`src/rtl/kb_scr_pkg.sv`:
```
// Shared constants for the keyboard/screen host link: control bit indices,
// TX/RX state encodings and the CSR bit layout used by the peer driver.
package kb_scr_pkg;

  // link_ctrl_o bit positions
  localparam int WREN = 1;
  localparam int RDOK = 0;

  // link_ctrl_i bit positions
  localparam int RDEN = 1;
  localparam int WROK = 0;

  // Keyboard-to-driver FSM states
  localparam logic [1:0] TX_IDLE     = 2'd0;
  localparam logic [1:0] TX_STROBE   = 2'd1;
  localparam logic [1:0] TX_WAIT_ACK = 2'd2;
  localparam logic [1:0] TX_GAP      = 2'd3;

  // Driver-to-screen FSM states
  localparam logic [1:0] RX_IDLE    = 2'd0;
  localparam logic [1:0] RX_ACK     = 2'd1;
  localparam logic [1:0] RX_RELEASE = 2'd2;

  // CSR bit positions shared with the driver
  localparam int CSR_ENA = 4;
  localparam int CSR_OF  = 3;
  localparam int CSR_DBA = 2;
  localparam int CSR_IO  = 1;
  localparam int CSR_IE  = 0;

endpackage

```
`src/rtl/kb_scr_host_byte_fifo.sv`:
```
// Small 8-bit FIFO with occupancy count. DEPTH must be a power of two so the
// pointers wrap naturally. A push while full is honoured only when a pop
// happens in the same cycle.
module byte_fifo #(
  parameter int DEPTH = 4
) (
  input  logic                     clk,
  input  logic                     rst_n,
  input  logic                     push,
  input  logic [7:0]               push_data,
  input  logic                     pop,
  output logic [7:0]               head,
  output logic [$clog2(DEPTH):0]   count,
  output logic                     full,
  output logic                     empty
);

  localparam int AW = $clog2(DEPTH);
  localparam int CW = AW + 1;

  logic [7:0]    mem [DEPTH];
  logic [AW-1:0] wr_ptr;
  logic [AW-1:0] rd_ptr;
  logic          do_push;
  logic          do_pop;

  assign full    = (count == CW'(DEPTH));
  assign empty   = (count == '0);
  assign do_pop  = pop && !empty;
  assign do_push = push && (!full || do_pop);
  assign head    = mem[rd_ptr];

  // Pointer and occupancy bookkeeping; reset empties the FIFO
  always_ff @(posedge clk) begin
    if (!rst_n) begin
      wr_ptr <= '0;
      rd_ptr <= '0;
      count  <= '0;
    end else begin
      if (do_push) wr_ptr <= wr_ptr + AW'(1);
      if (do_pop)  rd_ptr <= rd_ptr + AW'(1);
      if (do_push && !do_pop)      count <= count + CW'(1);
      else if (do_pop && !do_push) count <= count - CW'(1);
    end
  end

  // Storage array; contents need no reset because the count gates reads
  always_ff @(posedge clk) begin
    if (do_push) mem[wr_ptr] <= push_data;
  end

endmodule

```
`src/rtl/kb_scr_host.sv`:
```
// Host-side peer of the keyboard/screen CSR driver. Keystrokes are queued and
// strobed to the driver one at a time; screen bytes requested by the driver
// are captured, acknowledged, and handed to a downstream sink.
module kb_scr_host #(
  parameter int KB_FIFO_DEPTH = 4,
  parameter int ACK_TIMEOUT   = 255,
  parameter int GAP_CYCLES    = 2
) (
  input  logic                              clk,
  input  logic                              rst_n,
  input  logic [7:0]                        key_data_i,
  input  logic                              key_valid_i,
  output logic                              key_ready_o,
  output logic [7:0]                        link_data_o,
  output logic [1:0]                        link_ctrl_o,
  input  logic [7:0]                        link_data_i,
  input  logic [1:0]                        link_ctrl_i,
  output logic [7:0]                        scr_data_o,
  output logic                              scr_valid_o,
  input  logic                              scr_ready_i,
  output logic [$clog2(KB_FIFO_DEPTH):0]    kb_count_o,
  output logic                              kb_timeout_o
);

  import kb_scr_pkg::*;

  localparam int TW = $clog2(ACK_TIMEOUT + 1);
  localparam int GW = $clog2(GAP_CYCLES + 1);

  logic [1:0]    tx_state;
  logic [TW-1:0] ack_cnt;
  logic [GW-1:0] gap_cnt;
  logic          wren_q;
  logic          timeout_q;
  logic [7:0]    link_data_q;

  logic [1:0]    rx_state;
  logic          rdok_q;
  logic          scr_valid_q;
  logic [7:0]    scr_data_q;

  logic          fifo_push;
  logic          fifo_pop;
  logic [7:0]    fifo_head;
  logic          fifo_full;
  logic          fifo_empty;

  assign key_ready_o = !fifo_full;
  assign fifo_push   = key_valid_i && key_ready_o;
  assign fifo_pop    = (tx_state == TX_IDLE) && !fifo_empty;

  byte_fifo #(
    .DEPTH(KB_FIFO_DEPTH)
  ) u_kb_fifo (
    .clk       (clk),
    .rst_n     (rst_n),
    .push      (fifo_push),
    .push_data (key_data_i),
    .pop       (fifo_pop),
    .head      (fifo_head),
    .count     (kb_count_o),
    .full      (fifo_full),
    .empty     (fifo_empty)
  );

  // Keyboard TX: pop, strobe write_en for one cycle, wait for write_ok or give up, then pause
  always_ff @(posedge clk) begin
    if (!rst_n) begin
      tx_state    <= TX_IDLE;
      ack_cnt     <= '0;
      gap_cnt     <= '0;
      wren_q      <= 1'b0;
      timeout_q   <= 1'b0;
      link_data_q <= '0;
    end else begin
      wren_q    <= 1'b0;
      timeout_q <= 1'b0;
      case (tx_state)
        TX_IDLE: begin
          if (!fifo_empty) begin
            link_data_q <= fifo_head;
            wren_q      <= 1'b1;
            tx_state    <= TX_STROBE;
          end
        end
        TX_STROBE: begin
          ack_cnt  <= '0;
          tx_state <= TX_WAIT_ACK;
        end
        TX_WAIT_ACK: begin
          if (link_ctrl_i[WROK]) begin
            gap_cnt  <= GW'(GAP_CYCLES - 1);
            tx_state <= TX_GAP;
          end else if (ack_cnt == TW'(ACK_TIMEOUT)) begin
            gap_cnt   <= GW'(GAP_CYCLES - 1);
            timeout_q <= 1'b1;
            tx_state  <= TX_GAP;
          end else begin
            ack_cnt <= ack_cnt + TW'(1);
          end
        end
        TX_GAP: begin
          if (gap_cnt == '0) tx_state <= TX_IDLE;
          else               gap_cnt  <= gap_cnt - GW'(1);
        end
        default: tx_state <= TX_IDLE;
      endcase
    end
  end

  // Screen RX: capture when the holding register is free, ack once, then wait for read_en to drop
  always_ff @(posedge clk) begin
    if (!rst_n) begin
      rx_state    <= RX_IDLE;
      rdok_q      <= 1'b0;
      scr_valid_q <= 1'b0;
      scr_data_q  <= '0;
    end else begin
      rdok_q <= 1'b0;
      if (scr_valid_q && scr_ready_i) scr_valid_q <= 1'b0;
      case (rx_state)
        RX_IDLE: begin
          if (link_ctrl_i[RDEN] && !scr_valid_q) begin
            scr_data_q  <= link_data_i;
            scr_valid_q <= 1'b1;
            rdok_q      <= 1'b1;
            rx_state    <= RX_ACK;
          end
        end
        RX_ACK: begin
          rx_state <= RX_RELEASE;
        end
        RX_RELEASE: begin
          if (!link_ctrl_i[RDEN]) rx_state <= RX_IDLE;
        end
        default: rx_state <= RX_IDLE;
      endcase
    end
  end

  assign link_data_o       = link_data_q;
  assign link_ctrl_o[WREN] = wren_q;
  assign link_ctrl_o[RDOK] = rdok_q;
  assign scr_data_o        = scr_data_q;
  assign scr_valid_o       = scr_valid_q;
  assign kb_timeout_o      = timeout_q;

endmodule

```
`config.mk`:
```
export PLATFORM = sky130hd
export DESIGN_NAME = kb_scr_host
export DESIGN_NICKNAME = d
export VERILOG_FILES = /design/src/rtl/kb_scr_pkg.sv /design/src/rtl/kb_scr_host_byte_fifo.sv /design/src/rtl/kb_scr_host.sv
export SDC_FILE = /design/constraint.sdc
export NUM_CORES = 1
export LEC_CHECK = 0
export ABC_AREA = 0
export CAP_MARGIN = 40
export CORE_MARGIN = 5
export CORE_UTILIZATION = 58
export DETAILED_ROUTE_END_ITERATION = 6
export PLACE_DENSITY = 0.88
export SETUP_SLACK_MARGIN = 0.15
export SLEW_MARGIN = 20
export SYNTH_ARGS = -nofsm -noshare
export SYNTH_HDL_FRONTEND = slang
export SYNTH_SLANG_ARGS = --single-unit
```
`constraint.sdc`:
```
create_clock -name clk -period 6.57 [get_ports clk]
set_input_delay 0.657 -clock clk [delete_from_list [all_inputs] [get_ports clk]]
set_output_delay 0.657 -clock clk [all_outputs]
set_load 0.03 [all_outputs]
```
==> metrics.txt, run 1 <==
clk root buf clkbuf_8; register area share after synthesis 0.571; crit path to u_kb_fifo.count[2]$_SDFFE_PN0P_; ant diodes 0; cell count after synthesis 260; R2R Setup Slk 3.94 ns; post_cts resized 0; GR Overflow Total 0; number of clock sinks 73; final non-filler cell total 380; flops & latches, synth 73; P_leak 1.37 nW; Cells after DPL 364; CP arrival 2.88 ns; CP startpoint kind register; Die Ht 83.4 um; Site Rows 26; Starting Density 0.604; via count 2024; reg-to-reg startpoint tx_state[1]$_SDFFE_PN0P_; total power 1.43 mW; antenna viol nets, final 0; clock skew 0.00854 ns; All-Layer GR Usage 0.179; Final setup viols 0; asr flop ratio synth 0; CTS tree built; max_cap viols 0; Critical Path Fanout Max 12; initial antenna violation count 0; fill count 324; share of the synthesized area in the top cell type 0.308; # DRC 0; layout cells sized above 1 0.0935; crit share post-route 0.400; post-synthesis cell type count 49; Worst-Skew Late Latency 0.34 ns; Worst Setup End Kind register; Crit Path Category reg -> reg; Slew Limit Fails 0; Final Hold Viols 0; Relative slew margins 0.587; Worst R2R Path Depth 10; nets@finish 340; Post-CTS Hold Buffers 0; synthesized net count 295; crit path from tx_state[1]$_SDFFE_PN0P_; DR pass1 iterations 4; RSZ-0062 raised after global routing false; status finished, final reports clean; Avg Cell Area, Syn 12.0 um2; Starting DRT DRC Count 96; Synth warnings 0; setup TNS 0 ns; fmax 381 MHz; DIE WIDTH 83.4 um; vias in the first global route 2038; Post-synth EDFFs 32; total CTS buffers 9; drt via density 5.33; full die area 6950 um2; Max VDD drop 0.182 mV; HPWL Detailed 3830 um; H-tree lvl count 3; Reg-to-Reg End u_kb_fifo.count[2]$_SDFFE_PN0P_; Reg clk slew, reported paths 0.07 ns; HP Class reg -> reg; minimum clock period 2.63 ns; Worst EP required 6.83 ns; Core ar. 5170 um2; Yosys top cell by area edfxtp_1; mapped cell area 3120 um2; largest net degree at the start of global routing 45; Buffers on Ports 45; post-CTS setup repair buffer count 0; first-pass GRT wire length 9850 um; Synth Flop Type dfxtp_1; Worst Tran Pin Value 0.619 ns; Synth area leaders edfxtp_1 (31%), dfxtp_1 (26%), mux4_2 (5.8%); Placer Congestion 0.812; Post-Route WL 5660 um; # IOs 46; clock tree buffer depth 2; PwrDens 373 nW/um2; DR WL/cell 14.9 um; synthesis-to-layout area growth 22.3%
==> kinds of logic (layout without fill, tap and decap cells) <==
| family | Yosys count | after routing | share of synthesized area |
|---|---|---|---|
| simple gates | 85 | 85 | 0.136 |
| buf+inv | 24 | 74 | 0.0345 |
| mux | 14 | 14 | 0.0773 |
| xor+xnor | 6 | 6 | 0.0168 |
| fa+ha+maj | 13 | 13 | 0.0545 |
| flops | 73 | 73 | 0.571 |
| compound gates | 45 | 45 | 0.111 |
==> flip-flops by register name, indices dropped and copies added, names as in the netlist <==
register / count
wren_q: 1
ack_cnt: 8
scr_valid_o: 1
rdok_q: 1
kb_timeout_o: 1
u_kb_fifo.count: 3
gap_cnt: 2
u_kb_fifo.rd_ptr: 2
u_kb_fifo.mem: 32
u_kb_fifo.wr_ptr: 2
rx_state: 2
tx_state: 2
scr_data_o: 8
link_data_o: 8
==> per-stage QoR <==
stage | instance area, um2 | utilization | setup slack, ns | hold slack, ns
after global routing | 3820 | 0.738 | 3.73 | 0.484
after global placement | 3610 | 0.697 | 3.83 | 0.450
after detailed placement | 3610 | 0.697 | 3.74 | 0.459
after CTS | 3820 | 0.738 | 3.90 | 0.468
final | 3820 | 0.738 | 3.94 | 0.464
after floorplan | 3120 | - | 4.29 | 0.437
==> critical path, stage by stage (launching register included) <==
cell,delay (ns)
dfxtp_1,0.34
inv_1,0.11
ha_1,0.19
o31a_1,0.42
clkinv_1,0.36
ha_1,0.32
inv_1,0.08
fa_1,0.17
xor2_1,0.08
or3_1,0.30
a21boi_0,0.16
==> final cells by class <==
cell class	count	area [um2]	area share
flip-flops and latches	73	1780	0.467
multi-input cells	163	1230	0.323
repair buffers	46	458	0.120
clock buffers	12	145	0.0380
well taps	70	87.6	0.0229
clock inverters	4	67.6	0.0177
inverters	12	45.0	0.0118
==> cells in the final DEF, fill, tap and decap left out, types with 3 or more instances in the layout <==
cell and count:
a21oi_1 4, clkinv_1 3, xor2_1 3, a21boi_0 20, nand2b_1 5, xnor2_1 3, mux2i_1 5, nor2_1 3
or3_1 3, and3_1 3, o21ai_0 5, dfxtp_1 41, clkdlybuf4s50_1 45, and2_1 12, nand3_1 5, inv_1 11
nor2b_1 4, clkbuf_8 10, mux4_2 8, ha_1 12, nand2_1 42, edfxtp_1 32
==> worst min path at each step <==
stage                                     startpoint                          to  slack [ns]  cells past startpoint
after floorplan              ack_cnt[6]$_SDFFE_PN0P_     ack_cnt[6]$_SDFFE_PN0P_        0.44                      1
after detailed placement  scr_data_o[4]$_SDFFE_PN0P_  scr_data_o[4]$_SDFFE_PN0P_        0.46                      2
after global placement    scr_data_o[7]$_SDFFE_PN0P_  scr_data_o[7]$_SDFFE_PN0P_        0.45                      2
after global routing      scr_data_o[1]$_SDFFE_PN0P_  scr_data_o[1]$_SDFFE_PN0P_        0.48                      2
after CTS                 scr_data_o[4]$_SDFFE_PN0P_  scr_data_o[4]$_SDFFE_PN0P_        0.47                      2
final                     scr_data_o[4]$_SDFFE_PN0P_  scr_data_o[4]$_SDFFE_PN0P_        0.46                      2
==> cell usage after synthesis, types with 2 or more instances <==
master	count
mux4_2	8
nand3_1	5
inv_1	11
mux2i_1	5
and2_1	12
nand2b_1	5
or3_1	3
o21a_1	2
nand2_1	42
nor3_1	2
buf_4	2
nor2_1	3
clkbuf_1	5
and3_1	3
buf_2	2
a21boi_0	20
a21oi_1	4
xnor2_1	3
o21ai_0	5
dfxtp_1	41
buf_1	2
edfxtp_1	32
xor2_1	3
ha_1	12
nor2b_1	4
==> power by group <==
group	internal, mW	total (mW)	leakage, nW	switching, mW
Clock	0.222	0.371	0.106	0.149
Combinational	0.206	0.450	0.634	0.244
Sequential	0.544	0.603	0.629	0.0590
==> metal layers <==
| metal | up-vias | GRT usage | routed length, um |
|---|---|---|---|
| met5 | - | 0 | 0 |
| met4 | 0 | 0.0981 | 121 |
| met3 | 13 | 0.0455 | 281 |
| met2 | 57 | 0.284 | 2790 |
| met1 | 939 | 0.223 | 2470 |
| li1 | 1015 | - | - |
No activity file was read; power rests on OpenSTA's default activity.
==> run 2: changes to the inputs <==
CORE_UTILIZATION = 54   (was 58)
PLACE_DENSITY = 0.82   (was 0.88)
clock period = 2.5 ns   (was 6.57 ns; I/O delays follow)
==> run 2 against run 1 <==
Compared with the run above:
- sequential power rose to 2.6 times the previous value
- via count is 0.15% higher
- wire length rose by 0.62%
- non-clock buffer count rose by 3
- clock skew is 0.00056 ns lower
- critical path type unchanged
- largest power group unchanged
==> metrics.txt, run 2 (same netlist as run 1, synthesis figures left out) <==
first-pass GRT wire length 9490 um (-3.7%); placed cell areas 3630 um2 (+0.69%); commonest cells after routing, fill and taps aside clkdlybuf4s50_1 (45), nand2_1 (42), dfxtp_1 (40), edfxtp_1 (32), a21boi_0 (19); Worst EP required 2.77 ns (-4.06 ns); crit share post-route 0.868 (+0.468); reg-to-reg startpoint tx_state[1]$_SDFFE_PN0P_; DR pass1 iterations 4 (unchanged); antenna viol nets, final 0 (unchanged); post-layout util 0.695 (-0.0435); largest register by flop count u_kb_fifo.mem; max_cap viols 0 (unchanged); CP arrival 2.44 ns (-0.44 ns); Final Hold Viols 0 (unchanged); total CTS buffers 9 (unchanged); fill count 398 (+23%); # IOs 46 (unchanged); Worst R2R Path Depth 10 (unchanged); Buffers on Ports 45 (unchanged); ant diodes 0 (unchanged); clock tree buffer depth 2 (unchanged); Reg clk slew, reported paths 0.08 ns (about the same); CP startpoint kind register; post-CTS setup repair buffer count 0 (unchanged); clk root buf clkbuf_8; HP Class in -> reg; post_cts resized 0 (unchanged); fin area 3870 um2 (+1.4%); Post-Route WL 5700 um (+0.62%); register area 1780 um2 (about the same); HPWL Detailed 3850 um (+0.63%); All-Layer GR Usage 0.165 (-0.0138); clock skew 0.00798 ns (-0.000560 ns); Starting Density 0.560 (-0.0435); initial antenna violation count 0 (unchanged); Worst-Skew Late Latency 0.34 ns (about the same); setup TNS 0 ns (unchanged); GR Overflow Total 0 (unchanged); max reg flops 32 (unchanged); Placer Congestion 0.798 (-1.7%); Hold Startpoint link_data_i[0]; Hold Path Sink scr_data_o[0]$_SDFFE_PN0P_; status finished, final reports clean; H-tree lvl count 3 (unchanged); Starting DRT DRC Count 121 (+26%); via count 2027 (+0.15%); Crit Path Category reg -> reg; Reg-to-Reg End u_kb_fifo.count[2]$_SDFFE_PN0P_; number of clock sinks 73 (unchanged); fmax 461 MHz (+21%); minimum clock period 2.17 ns (-0.456 ns); vias in the first global route 2016 (-1.1%); Post-CTS Hold Buffers 0 (unchanged); RSZ-0062 raised after global routing false; Core ar. 5570 um2 (+7.8%); DR WL/cell 14.8 um (-0.69%); Min-Delay Path Depth 3 (+1); commonest non-fill, non-tap cell in the layout clkdlybuf4s50_1; Site Rows 27 (+3.8%); Die Ht 86.1 um (+3.2%); PwrDens 1010 nW/um2 (+170%); DIE WIDTH 86.1 um (+3.2%); synthesis-to-layout area growth 24.0%; # DRC 0 (unchanged); CTS tree built; P_leak 1.40 nW (+2.3%); Relative slew margins 0.577 (-0.0102); Worst Tran Pin Value 0.634 ns (+0.0152 ns); R2R Setup Slk 0.33 ns (-3.61 ns); Final setup viols 0 (unchanged); largest net degree at the start of global routing 45 (unchanged); drt via density 5.26 (-1.2%); Critical Path Fanout Max 4 (-8); multi-input logic area 1230 um2 (unchanged); Worst Setup End Kind register; nets@finish 343 (+0.88%); full die area 7400 um2 (+6.5%); Slew Limit Fails 0 (unchanged); Max VDD drop 0.712 mV (+290%); layout cells sized above 1 0.115 (+0.0215)
## run 2: cell count changes in the layout (fill, tap and decap cells not counted), sizes merged
| cell | change |
|---|---|
| buf | +3 |
| clkbuf | -3 |
| bufinv | +1 |
| clkinv | +1 |
| inv | +1 |
## run 2: worst max-delay path by stage
stage | start | end | slack (ns) | depth (start not counted)
CTS | tx_state[0]$_SDFFE_PN0P_ | u_kb_fifo.count[2]$_SDFFE_PN0P_ | 0.27 | 10
finish | tx_state[1]$_SDFFE_PN0P_ | u_kb_fifo.count[2]$_SDFFE_PN0P_ | 0.33 | 10
global route | tx_state[1]$_SDFFE_PN0P_ | u_kb_fifo.count[2]$_SDFFE_PN0P_ | 0.16 | 10
floorplan | u_kb_fifo.count[0]$_SDFFE_PN0P_ | u_kb_fifo.count[2]$_SDFFE_PN0P_ | 0.22 | 8
global placement | key_valid_i | u_kb_fifo.count[2]$_SDFFE_PN0P_ | 0.37 | 8
detailed placement | key_valid_i | u_kb_fifo.count[2]$_SDFFE_PN0P_ | 0.30 | 8
## run 2: metal layers
layer | share of wire | wire length [um] | vias up | global-route usage
li1 | - | - | 1013 | -
met1 | 0.44 | 2530 | 953 | 0.207
met2 | 0.48 | 2750 | 53 | 0.267
met3 | 0.061 | 345 | 8 | 0.0538
met4 | 0.014 | 81 | 0 | 0.0604
met5 | 0 | 0 | - | 0
## run 2: final cells by class
cell class                 count  area share
sequential                    73       0.460
clock inverter                 7      0.0300
timing repair buffer          49       0.124
inverter                      12      0.0116
multi-input combinational    163       0.319
clock buffer                   9      0.0320
tap                           72      0.0233
## run 2: critical path, stage by stage, from the launching register on
cell and delay, ns:
dfxtp_1 0.38, inv_1 0.10, ha_1 0.21, o31a_1 0.13, clkinv_1 0.07, ha_1 0.18
inv_1 0.07, fa_1 0.38, xor2_1 0.16, or3_1 0.30, a21boi_1 0.14
## run 2: power by group
group	switching [mW]	internal (mW)	total (mW)
Sequential	0.153	1.43	1.58
Clock	0.437	0.663	1.10
Combinational	0.648	0.577	1.22
## run 2: per-stage QoR
step / cells / setup WS, ns / hold slack, ns / power, mW
2_1_floorplan: 260 / 0.218 / 0.349 / 2.43
3_3_place_gp: 369 / 0.374 / 0.449 / 2.80
3_5_place_dp: 369 / 0.295 / 0.457 / 2.84
4_1_cts: 385 / 0.270 / 0.455 / 3.95
5_1_grt: 385 / 0.165 / 0.471 / 4.14
6_report: 385 / 0.330 / 0.462 / 3.91
==> run 3: changes to the inputs <==
PLACE_DENSITY = 0.91   (was 0.82)
==> run 3 against run 2 <==
Compared with the run above:
- register-to-register slack about the same
- worst hold slack about the same
- sequential power about the same
- sequential cell count unchanged
- clock skew increased by 0.0021 ns
- non-clock buffer count unchanged
- die area unchanged
- largest power group unchanged
==> metrics.txt, run 3 (same netlist as run 1, synthesis figures left out) <==
status finished, final reports clean; Reg clk slew, reported paths 0.07 ns (about the same); PwrDens 942 nW/um2 (-6.7%); DIE WIDTH 86.1 um (unchanged); Worst-Skew Late Latency 0.33 ns (about the same); max reg flops 32 (unchanged); Starting DRT DRC Count 70 (-42%); vias in the first global route 2085 (+3.4%); Critical Path Fanout Max 4 (unchanged); Final Hold Viols 0 (unchanged); post_cts resized 0 (unchanged); DR WL/cell 14.8 um (-0.21%); max_cap viols 0 (unchanged); CP arrival 2.44 ns (about the same); # IOs 46 (unchanged); # DRC 0 (unchanged); Crit Path Category reg -> reg; global-route track usage on met1 0.197 (-0.00968); Final setup viols 0 (unchanged); Placer Congestion 0.769 (-3.6%); Site Rows 27 (unchanged); largest net degree at the start of global routing 45 (unchanged); H-tree lvl count 3 (unchanged); Max VDD drop 0.816 mV (+15%); total CTS buffers 9 (unchanged); register area 1780 um2 (about the same); synthesis-to-layout area growth 21.4%; Slew Limit Fails 0 (unchanged); RSZ-0062 raised after global routing false; Final WS setup 0.321 ns (-0.00904 ns); minimum clock period 2.18 ns (+0.00904 ns); Post-CTS Hold Buffers 0 (unchanged); CP startpoint kind register; DP Worst Slack 0.240 ns (-0.0559 ns); CP peak stage delay 0.37 ns (about the same); Worst Setup End Kind register; fmax 459 MHz (-0.42%); first-pass GRT wire length 9760 um (+2.9%); GR Util met2 0.291 (+0.0238); fill count 418 (+5.0%); GR Overflow Total 0 (unchanged); grt met3 use 0.0423 (-0.0115); HP Class reg -> reg; number of clock sinks 73 (unchanged); HPWL Detailed 4130 um (+7.2%); DR pass1 iterations 4 (unchanged); crit share post-route 0.872 (+0.00362); Worst Tran Pin Value 0.606 ns (-0.0284 ns); critical path's top delay family adder cells; multi-input logic area 1230 um2 (unchanged); Die Ht 86.1 um (unchanged); Relative slew margins 0.596 (+0.0189); Core ar. 5570 um2 (unchanged); Buffers on Ports 45 (unchanged); setup TNS 0 ns (unchanged); antenna viol nets, final 0 (unchanged); worst path bufs/invs 3 (unchanged); initial antenna violation count 0 (unchanged); clk root buf clkbuf_8; commonest cells after routing, fill and taps aside clkdlybuf4s50_1 (45), nand2_1 (42), dfxtp_1 (39), edfxtp_1 (32), a21boi_0 (19); Starting Density 0.560 (unchanged); Worst EP required 2.76 ns (about the same); post-CTS setup repair buffer count 0 (unchanged); Post-Route WL 5690 um (-0.21%); global route hottest layer met2; clock tree buffer depth 2 (unchanged); largest register by flop count u_kb_fifo.mem; clock skew 0.0101 ns (+0.00212 ns); All-Layer GR Usage 0.167 (+0.00193); worst-path cell chain inv_1, ha_1, o31a_1, clkinv_1, ha_1, inv_1, fa_1, xor2_1, or3_1, a21boi_1; ant diodes 0 (unchanged); full die area 7400 um2 (unchanged); via count 2041 (+0.69%); nets@finish 343 (unchanged); CTS tree built; P_leak 1.36 nW (-3.1%); layout cells sized above 1 0.109 (-0.00639); commonest non-fill, non-tap cell in the layout clkdlybuf4s50_1; drt via density 5.30 (+0.69%); slowest cell on the critical path fa_1
run 3: cell types whose count changed in the layout (fill, tap and decap cells not counted), sizes merged:
cell and delta:
bufinv -3, clkbuf +3, clkinvlp +1, inv -1
run 3: worst paths after layout:
kind	from	slack (ns)	endpoint	cells past startpoint
setup / recovery	tx_state[0]$_SDFFE_PN0P_	0.32	u_kb_fifo.count[2]$_SDFFE_PN0P_	10
setup reg to reg	tx_state[0]$_SDFFE_PN0P_	0.32	u_kb_fifo.count[2]$_SDFFE_PN0P_	10
hold / removal	link_data_o[6]$_SDFFE_PN0P_	0.46	link_data_o[6]$_SDFFE_PN0P_	2
hold reg to reg	link_data_o[6]$_SDFFE_PN0P_	0.46	link_data_o[6]$_SDFFE_PN0P_	2
run 3: layer usage:
metal,part of all wire,up-vias
met2,0.50,47
met1,0.43,973
met5,0,-
met4,0.014,0
met3,0.049,8
li1,-,1013
run 3: metrics by stage:
stage               area [um2]  instances   util  total power [mW]  hold slack (ns)
finish                    3790        385  0.680              3.57            0.463
floorplan                 3120        260      -              2.43            0.349
CTS                       3790        385  0.679              3.60            0.466
global route              3790        385  0.680              3.80            0.489
detailed placement        3630        369  0.651              2.86            0.456
global placement          3630        369  0.651              2.79            0.450
run 3: worst reg2reg max path, cell delays in order, from the launching register on:
cell,delay [ns]
dfxtp_2,0.35
inv_1,0.08
ha_1,0.23
o31a_1,0.13
clkinv_1,0.07
ha_1,0.19
inv_1,0.07
fa_1,0.37
xor2_1,0.16
or3_1,0.31
a21boi_1,0.16
run 3: area by class of cell:
type,instances,share of cell area
clock buffers,12,0.0357
inverters,12,0.0119
clock inverters,4,0.00561
multi-input cells,163,0.326
repair buffers,49,0.127
well taps,72,0.0238
flip-flops and latches,73,0.471
run 3: report_power, final:
group	switching (mW)	internal, mW	leakage (nW)
Sequential	0.159	1.43	0.629
Clock	0.392	0.354	0.0778
Combinational	0.653	0.578	0.649
